[config.mk]
export PLATFORM = sky130hd
export DESIGN_NAME = symbol_lock_ctrl
export DESIGN_NICKNAME = d
export VERILOG_FILES = /design/src/rtl/symbol_lock_ctrl.sv
export SDC_FILE = /design/constraint.sdc
export NUM_CORES = 1
export LEC_CHECK = 0
export CAP_MARGIN = 20
export CORE_ASPECT_RATIO = 0.8
export CORE_UTILIZATION = 30
export DETAILED_ROUTE_END_ITERATION = 8
export PLACE_DENSITY_LB_ADDON = 0.25
export SLEW_MARGIN = 40
export SYNTH_ARGS = -nofsm -noshare
export SYNTH_HDL_FRONTEND = slang
export SYNTH_SLANG_ARGS = --single-unit
[constraint.sdc]
create_clock -name clk -period 3.7 [get_ports clk]
set_input_delay 0.555 -clock clk [delete_from_list [all_inputs] [get_ports clk]]
set_output_delay 0.555 -clock clk [all_outputs]
set_load 0.005 [all_outputs]
[src/rtl/symbol_lock_ctrl.sv]
// symbol_lock_ctrl
// Receive-side symbol-lock controller: requests deserializer bit-slips until
// commas appear, declares lock after a run of commas, and drops lock when
// decode errors become excessive.
//
// Optional feature macro: SYMLOCK_SLIP_EN
//   defined   -> an UNLOCKED search timeout pulses slip_req and enters SLIP_WAIT
//   undefined -> slip_req is tied low, SLIP_WAIT is unreachable, and a search
//                timeout only restarts the search counter (external aligner)
module symbol_lock_ctrl #(
  parameter int LOCK_COMMAS    = 3,
  parameter int ERR_LIMIT      = 4,
  parameter int GOOD_RUN       = 4,
  parameter int SEARCH_TIMEOUT = 64,
  parameter int SLIP_HOLDOFF   = 16
) (
  input  logic       clk,
  input  logic       rst_n,
  input  logic       sym_en,
  input  logic       comma_in,
  input  logic       decode_err,
  output logic       slip_req,
  output logic       locked,
  output logic       rx_valid,
  output logic [2:0] lock_state
);

  // Counter widths hold parameter+1 so no counter can wrap.
  localparam int SW = $clog2(SEARCH_TIMEOUT + 1);
  localparam int CW = $clog2(LOCK_COMMAS + 1);
  localparam int EW = $clog2(ERR_LIMIT + 1);
  localparam int GW = $clog2(GOOD_RUN + 1);
  localparam int HW = $clog2(SLIP_HOLDOFF + 1);

  localparam logic [SW-1:0] SEARCH_LAST = SW'(SEARCH_TIMEOUT - 1);
  localparam logic [SW-1:0] SEARCH_ONE  = SW'(1);
  localparam logic [CW-1:0] COMMA_LAST  = CW'(LOCK_COMMAS - 1);
  localparam logic [CW-1:0] COMMA_ONE   = CW'(1);
  localparam logic [EW-1:0] ERR_LAST    = EW'(ERR_LIMIT - 1);
  localparam logic [EW-1:0] ERR_ONE     = EW'(1);
  localparam logic [GW-1:0] GOOD_LAST   = GW'(GOOD_RUN - 1);
  localparam logic [GW-1:0] GOOD_ONE    = GW'(1);
  localparam logic [HW-1:0] HOLD_LAST   = HW'(SLIP_HOLDOFF - 1);
  localparam logic [HW-1:0] HOLD_ONE    = HW'(1);

  typedef enum logic [2:0] {
    ST_UNLOCKED  = 3'd0,
    ST_SLIP_WAIT = 3'd1,
    ST_ACQUIRE   = 3'd2,
    ST_LOCKED    = 3'd3,
    ST_CHECK     = 3'd4
  } state_t;

  state_t        state_q,  state_d;
  logic [SW-1:0] search_q, search_d;
  logic [CW-1:0] comma_q,  comma_d;
  logic [EW-1:0] err_q,    err_d;
  logic [GW-1:0] good_q,   good_d;
  logic [HW-1:0] hold_q,   hold_d;
  logic          slip_set_s;

  logic          slip_req_q,   slip_req_d;
  logic          locked_q,     locked_d;
  logic          rx_valid_q,   rx_valid_d;
  logic [2:0]    lock_state_q, lock_state_d;

  // A comma only counts when the symbol also decoded cleanly.
  logic comma_ok_s;
  assign comma_ok_s = comma_in & ~decode_err;

  // State, counter and output registers with synchronous active-low reset.
  always_ff @(posedge clk) begin
    if (!rst_n) begin
      state_q      <= ST_UNLOCKED;
      search_q     <= {SW{1'b0}};
      comma_q      <= {CW{1'b0}};
      err_q        <= {EW{1'b0}};
      good_q       <= {GW{1'b0}};
      hold_q       <= {HW{1'b0}};
      slip_req_q   <= 1'b0;
      locked_q     <= 1'b0;
      rx_valid_q   <= 1'b0;
      lock_state_q <= 3'd0;
    end else begin
      state_q      <= state_d;
      search_q     <= search_d;
      comma_q      <= comma_d;
      err_q        <= err_d;
      good_q       <= good_d;
      hold_q       <= hold_d;
      slip_req_q   <= slip_req_d;
      locked_q     <= locked_d;
      rx_valid_q   <= rx_valid_d;
      lock_state_q <= lock_state_d;
    end
  end

  // Next-state and counter update; only a qualified symbol advances anything.
  always_comb begin
    state_d    = state_q;
    search_d   = search_q;
    comma_d    = comma_q;
    err_d      = err_q;
    good_d     = good_q;
    hold_d     = hold_q;
    slip_set_s = 1'b0;
    if (sym_en) begin
      case (state_q)
        ST_UNLOCKED: begin
          if (comma_ok_s) begin
            search_d = {SW{1'b0}};
            if (COMMA_LAST == {CW{1'b0}}) begin
              state_d = ST_LOCKED;
              comma_d = {CW{1'b0}};
            end else begin
              state_d = ST_ACQUIRE;
              comma_d = COMMA_ONE;
            end
          end else if (search_q >= SEARCH_LAST) begin
            search_d = {SW{1'b0}};
`ifdef SYMLOCK_SLIP_EN
            slip_set_s = 1'b1;
            state_d    = ST_SLIP_WAIT;
            hold_d     = {HW{1'b0}};
`else
            state_d    = ST_UNLOCKED;
`endif
          end else begin
            search_d = search_q + SEARCH_ONE;
          end
        end
        ST_SLIP_WAIT: begin
          // Inputs are ignored while the deserializer realigns.
          if (hold_q >= HOLD_LAST) begin
            state_d  = ST_UNLOCKED;
            hold_d   = {HW{1'b0}};
            search_d = {SW{1'b0}};
          end else begin
            hold_d = hold_q + HOLD_ONE;
          end
        end
        ST_ACQUIRE: begin
          if (decode_err) begin
            state_d  = ST_UNLOCKED;
            search_d = {SW{1'b0}};
            comma_d  = {CW{1'b0}};
          end else if (comma_in) begin
            search_d = {SW{1'b0}};
            if (comma_q >= COMMA_LAST) begin
              state_d = ST_LOCKED;
              comma_d = {CW{1'b0}};
            end else begin
              comma_d = comma_q + COMMA_ONE;
            end
          end else if (search_q >= SEARCH_LAST) begin
            state_d  = ST_UNLOCKED;
            search_d = {SW{1'b0}};
            comma_d  = {CW{1'b0}};
          end else begin
            search_d = search_q + SEARCH_ONE;
          end
        end
        ST_LOCKED: begin
          if (decode_err) begin
            state_d = ST_CHECK;
            err_d   = ERR_ONE;
            good_d  = {GW{1'b0}};
          end else begin
            state_d = ST_LOCKED;
          end
        end
        ST_CHECK: begin
          if (decode_err) begin
            good_d = {GW{1'b0}};
            if (err_q >= ERR_LAST) begin
              state_d  = ST_UNLOCKED;
              err_d    = {EW{1'b0}};
              search_d = {SW{1'b0}};
              comma_d  = {CW{1'b0}};
              hold_d   = {HW{1'b0}};
            end else begin
              err_d = err_q + ERR_ONE;
            end
          end else if (good_q >= GOOD_LAST) begin
            good_d = {GW{1'b0}};
            if (err_q <= ERR_ONE) begin
              state_d = ST_LOCKED;
              err_d   = {EW{1'b0}};
            end else begin
              err_d = err_q - ERR_ONE;
            end
          end else begin
            good_d = good_q + GOOD_ONE;
          end
        end
        default: begin
          state_d  = ST_UNLOCKED;
          search_d = {SW{1'b0}};
          comma_d  = {CW{1'b0}};
          err_d    = {EW{1'b0}};
          good_d   = {GW{1'b0}};
          hold_d   = {HW{1'b0}};
        end
      endcase
    end else begin
      state_d = state_q;
    end
  end

  // Output next values; slip_req falls unconditionally after its single pulse.
  always_comb begin
    slip_req_d   = slip_set_s;
    lock_state_d = state_d;
    rx_valid_d   = sym_en & locked_q;
    if ((state_d == ST_LOCKED) || (state_d == ST_CHECK)) begin
      locked_d = 1'b1;
    end else begin
      locked_d = 1'b0;
    end
  end

  assign slip_req   = slip_req_q;
  assign locked     = locked_q;
  assign rx_valid   = rx_valid_q;
  assign lock_state = lock_state_q;

endmodule
* Yosys cells after proc, flatten, opt, wreduce, memory -nomap -nowiden *
Index checks and enable logic that the tools add are counted.
W data, S select, Z words.

cells by class
  reduce and logical (&&, ||, !) cells = 10
  bitwise gates (word level) = 7
  mux-type cells = 44
  eq/ne operators = 13
  order comparisons = 6
  add/subtract/negate cells = 6

operator list
  kind                   number
  $mux W3                20
  $mux W7                7
  $pmux W7 S5            1
  $pmux W3 S3            2
  $mux W5                3
  $pmux W3 S5            1
  $pmux W5 S3            1
  $mux W2                7
  $ne A2 B2 Y1 const B   5
  $eq A3 B2 Y1 const B   3
  $pmux W2 S4            1
  $reduce_and A4 Y1      2
  $add A7 B1 Y7 const B  1
  $ge A7 B6 Y1 const B   1
  $add A3 B1 Y3 const B  2
  $eq A3 B3 Y1 const B   2
  $ge A3 B2 Y1 const B   2
  $reduce_and A6 Y1      1
  $reduce_or A3 Y1       2
  $add A5 B1 Y5 const B  1
  $ge A5 B4 Y1 const B   1
  $not A1 Y1             5
  $reduce_and A5 Y1      1
  $ne A4 B4 Y1 const B   1
  other kinds (12)       13

storage, ports and cells
  input port bits = 5
  flip-flop bits (word level) = 25

* Depth between registers and ports, before layout *
  depth in word-level cells = 9
  mapped depth = 8
  gate-level depth less buffers = 8

* Worst setup path after synthesis *
Ideal clock, no wire load.

  kind = reg-to-reg
  start point = reg err_q[0]
  end point = reg locked_q, in the netlist locked
  cell stages (with the launch flop) = 8
  buffers on the path = 0
  setup slack = 1.879 ns
  data required time = 3.583 ns
  library setup time = 0.117 ns
  arrival = 1.705 ns
  cell sequence = dfxtp_1 ha_1 ha_1 a211o_1 a21oi_4 a221o_1 nor2_1 a22o_1

between the ends
  word-level cells in the longest chain between the ends = 9
  elaborated cells on any way between the ends = 12

RTL lines
  element                                              RTL line  RTL
  from (decl)                                          57        logic [EW-1:0] err_q, err_d;
  from (signal assigned)                               77        err_q <= {EW{1'b0}};
  from (signal assigned)                               88        err_q <= err_d;
  $le A3 B1 Y1                                         186       if (err_q <= ERR_ONE) begin
  $mux W3                                              186
  $mux W3                                              184       end else if (good_q >= GOOD_LAST) begin
  $mux W3 (*)                                          173       if (decode_err) begin
  $pmux W3 S5 (*)                                      108       case (state_q)
  $mux W3 (*)                                          107       if (sym_en) begin
  $eq A3 B2 Y1 / $eq A3 B3 Y1 (equally long branches)  215       if ((state_d == ST_LOCKED) || (state_d == ST_CHECK)) begin
  $logic_or A1 B1 Y1 (*)                               215
  $mux W1 (*)                                          215
  to (signal assigned)                                 92        locked_q <= locked_d;
  to (decl)                                            63        logic locked_q, locked_d;

Mark *: on every way between the ends. The rest lies on a longest branch, timed or not.
A chain may end at the register's enable or synchronous reset.

* Worst setup path in the final report *
  start point = in decode_err
  end point = reg hold_q[4]

between the ends
  word-level cells in the longest chain between the ends = 2

RTL lines
  element                             RTL line  RTL
  from (decl)                         21        input logic decode_err,
  $ne A2 B2 Y1 (no source line)       -
  $reduce_and A4 Y1 (no source line)  -
  to (signal assigned)                79        hold_q <= {HW{1'b0}};
  to (signal assigned)                90        hold_q <= hold_d;
  to (decl)                           59        logic [HW-1:0] hold_q, hold_d;

Every way passes these cells.

==> metrics.txt <==
status finished, final reports clean; final count of pins violating max slew 0; Power per Cell Area around 280 mW/mm2; cell chain of the critical path clkdlybuf4s50_1 > a21oi_1 > o22a_1 > or4_1 > a21oi_1; count of flip-flops with a built-in enable after synthesis 0; Slew Limit Headroom 0.576; Final setup violation count 0; clk_skew approximately 0.0039 ns; number of standard cells after synthesis 190; Initial DRT Pass Iterations 4; xor and xnor fraction of the mapped netlist area 0.0220; Yosys warning count 0; CP endpoint kind register; number of DRC markers after the initial detailed-route iteration 97; part of the power in registers 0.565; post-layout power 0.000495 W; setup repair after global routing missed its margin no; highest ir drop seen on vdd 0.000189 V; core area a little over 0.005 mm2; height of the die 67.1 um; Total Wirelength around 3400 um; area share of the leading cell type in the synthesized netlist 0.314; number of antenna violations at the first check in global routing 0; Initial Utilization 0.314; proportion of register bits with asynchronous set or reset after synthesis 0; sequential-to-total area share from yosys stat 0.314; GRT met1 Usage 0.191; slowest cell on the critical path sky130_fd_sc_hd__clkdlybuf4s50_1; Critical Path Max Stage Delay 0.87 ns; Post-CTS Hold Buffers 0; global routing met2 resource utilization 0.186; number of storage elements in the synthesis netlist 25; dominant combinational cell family by area after synthesis simple AND/OR/NAND/NOR gates; Worst R2R Start err_q[0]; global-route wire length before repair 5660 um; maximum count of clock buffers along a single path 2; crit path launch type input port; Area Overhead vs Synth 11.7%; Via density a little over 5; commonest cells after routing, fill and taps aside sky130_fd_sc_hd__dfxtp_1, sky130_fd_sc_hd__nor2_1, sky130_fd_sc_hd__nand2_1, sky130_fd_sc_hd__inv_1, sky130_fd_sc_hd__a21oi_1; post-synthesis average cell area 8.38 um2; dpl cell area 0.00173 mm2; vias in the first global route 1125; WS Path Type input port to register; largest cells by area after synthesis sky130_fd_sc_hd__dfxtp_1, sky130_fd_sc_hd__ha_1, sky130_fd_sc_hd__nor2_1; total area of multi-input combinational cells 0.00100 mm2; overflow left after global routing 0; largest driver fanout on the critical path 17; met3 track utilization from global routing 0.0293; summed negative setup slack over all endpoints 0 ns; Die Area ~0.0056 mm2; number of distinct library cells after synthesis 56; most utilized layer in the global route result met1; IO Count 11; ANT cells 0; Mapped Area ~0.0016 mm2; die outline width 83.4 um; crit path launch decode_err; Top FF cell, synth sky130_fd_sc_hd__dfxtp_1; total of fill cells in the finished design 513; post-synth net total 204; DR DRC count 0; number of nets at the end of the flow 211; endpoint of the most critical register-to-register path hold_q[4]; half-perimeter wire length after placement between 2000 and 2500 um; standby leakage power around 0.62 nW; cell at the root of the clock tree sky130_fd_sc_hd__clkbuf_8; total count of hold-check failures in the final report 0; number of buffers inserted by post-CTS setup repair 0; Net Sw Frac 0.256; worst endpoint data arrival time 2.50 ns; std cell rows 23; final period demand of the worst path 2.30 ns; portion of total power attributed to combinational logic 0.090; cell taking the most area after synthesis sky130_fd_sc_hd__dfxtp_1; worst reg-to-reg setup slack 1.64 ns; post-route cell area 0.00178 mm2; number of instances resized during post-cts repair 0; Worst setup endpoint hold_q[4]; clock buffer count from CTS 3; total routing resource utilization after global routing 0.126; Buffers on Ports 9; multiplexer share of the synthesized area 0.0189; post-synthesis simple-gate area fraction 0.273; compound-gate portion of the synthesized area 0.244; Clock Pin Slew Worst Setup and Hold Paths ~0.10 ns; most frequent standard cell in the layout excluding fill and tap cells sky130_fd_sc_hd__dfxtp_1; Clock Latency Late Sink between 0.2 and 0.3 ns; count of maximum capacitance violations 0; power dissipated by switching net loads ~0.00013 W; r2r worst-path depth 7; Routed wire per std cell roughly 13 um; number of vias after detailed routing 1327; share of the clock period used by the worst path 0.620; adder-cell share of the synthesized area 0.0708; global placement routability congestion 0.770; maximum level of the CTS H-tree 1; CTS tree done; required arrival time at the worst endpoint 3.90 ns; Cell Int Power 0.000368 W; worst min-delay path class register to register; Clock Sinks 25; clock group share of total power 0.345; share of final-layout standard cells stronger than drive strength 1 0.102; maximum number of pins on one net before global-route repair 20; cell mode on critical path sky130_fd_sc_hd__a21oi_1; area of all sequential standard cells around 500 um2; number of nets still failing antenna checks after routing 0; Worst-Margin Slew ~0.63 ns; peak clock frequency supported by timing 436 MHz
==> worst min path at each step <==
stage | endpoint | startpoint | cells past startpoint | slack [ns]
4_1_cts | search_q[6] | search_q[6] | 2 | 0.44
5_1_grt | search_q[6] | search_q[6] | 2 | 0.46
2_1_floorplan | search_q[6] | search_q[6] | 2 | 0.41
3_5_place_dp | search_q[6] | search_q[6] | 2 | 0.42
3_3_place_gp | search_q[6] | search_q[6] | 2 | 0.43
6_report | search_q[6] | search_q[6] | 2 | 0.44
==> layout make-up <==
class                           count  area share
Multi-Input combinational cell    145       0.565
Sequential cell                    25       0.281
Timing Repair Buffer               11      0.0591
Tap cell                           62      0.0436
Clock buffer                        3      0.0232
Inverter                           11      0.0232
Clock inverter                      1     0.00422
==> cell families after synthesis <==
family,Yosys count
AOI/OAI and AO/OA,51
buffers and inverters,20
muxes,3
adders and majority gates,9
other,1
and+or+nand+nor,77
DFF,25
xor gates and xnor gates,4
==> registers in the layout, summed over array words and instances (netlist names) <==
name and cells:
comma_q 2, good_q 3, hold_q 5, locked 1, search_q 7, rx_valid 1, err_q 3, lock_state 3
==> stage by stage <==
stage | util | cells | setup WS, ns | hold WS, ns
4_1_cts | 0.351 | 258 | 1.38 | 0.441
3_5_place_dp | 0.341 | 254 | 1.09 | 0.425
6_report | 0.351 | 258 | 1.40 | 0.438
3_3_place_gp | 0.341 | 254 | 1.16 | 0.425
5_1_grt | 0.351 | 258 | 1.29 | 0.459
2_1_floorplan | - | 190 | 1.88 | 0.410
==> power by group through the flow <==
stage	Clock (W)	Sequential (W)	Combinational (W)
after detailed placement	0	0.000286	0.0000453
after global routing	0.000189	0.000281	0.0000498
final	0.000171	0.000280	0.0000447
after global placement	0	0.000286	0.0000454
after floorplan	0	0.000283	0.0000338
after CTS	0.000180	0.000280	0.0000452
==> worst max-delay path: cells and delay by family <==
kind	cells	cell delay (ns)
buf+inv	1	0.87
compound gates	3	0.58
simple gates	1	0.48
==> layer usage <==
metal  wire, um  vias up  share of wire
met1       1890      601           0.55
met2       1380       24           0.40
met5          0        -              0
li1           -      700              -
met3        135        2          0.040
met4         13        0         0.0038
==> Yosys cell counts (5+ instances only) <==
| library cell | count |
|---|---|
| sky130_fd_sc_hd__ha_1 | 9 |
| sky130_fd_sc_hd__nand2_1 | 13 |
| sky130_fd_sc_hd__a31oi_1 | 5 |
| sky130_fd_sc_hd__nor2_1 | 21 |
| sky130_fd_sc_hd__and2_1 | 5 |
| sky130_fd_sc_hd__a21oi_1 | 10 |
| sky130_fd_sc_hd__inv_1 | 10 |
| sky130_fd_sc_hd__o21ai_0 | 9 |
| sky130_fd_sc_hd__nor3_1 | 5 |
| sky130_fd_sc_hd__nand3_1 | 5 |
| sky130_fd_sc_hd__dfxtp_1 | 25 |
(Power assumes the default switching activity.)
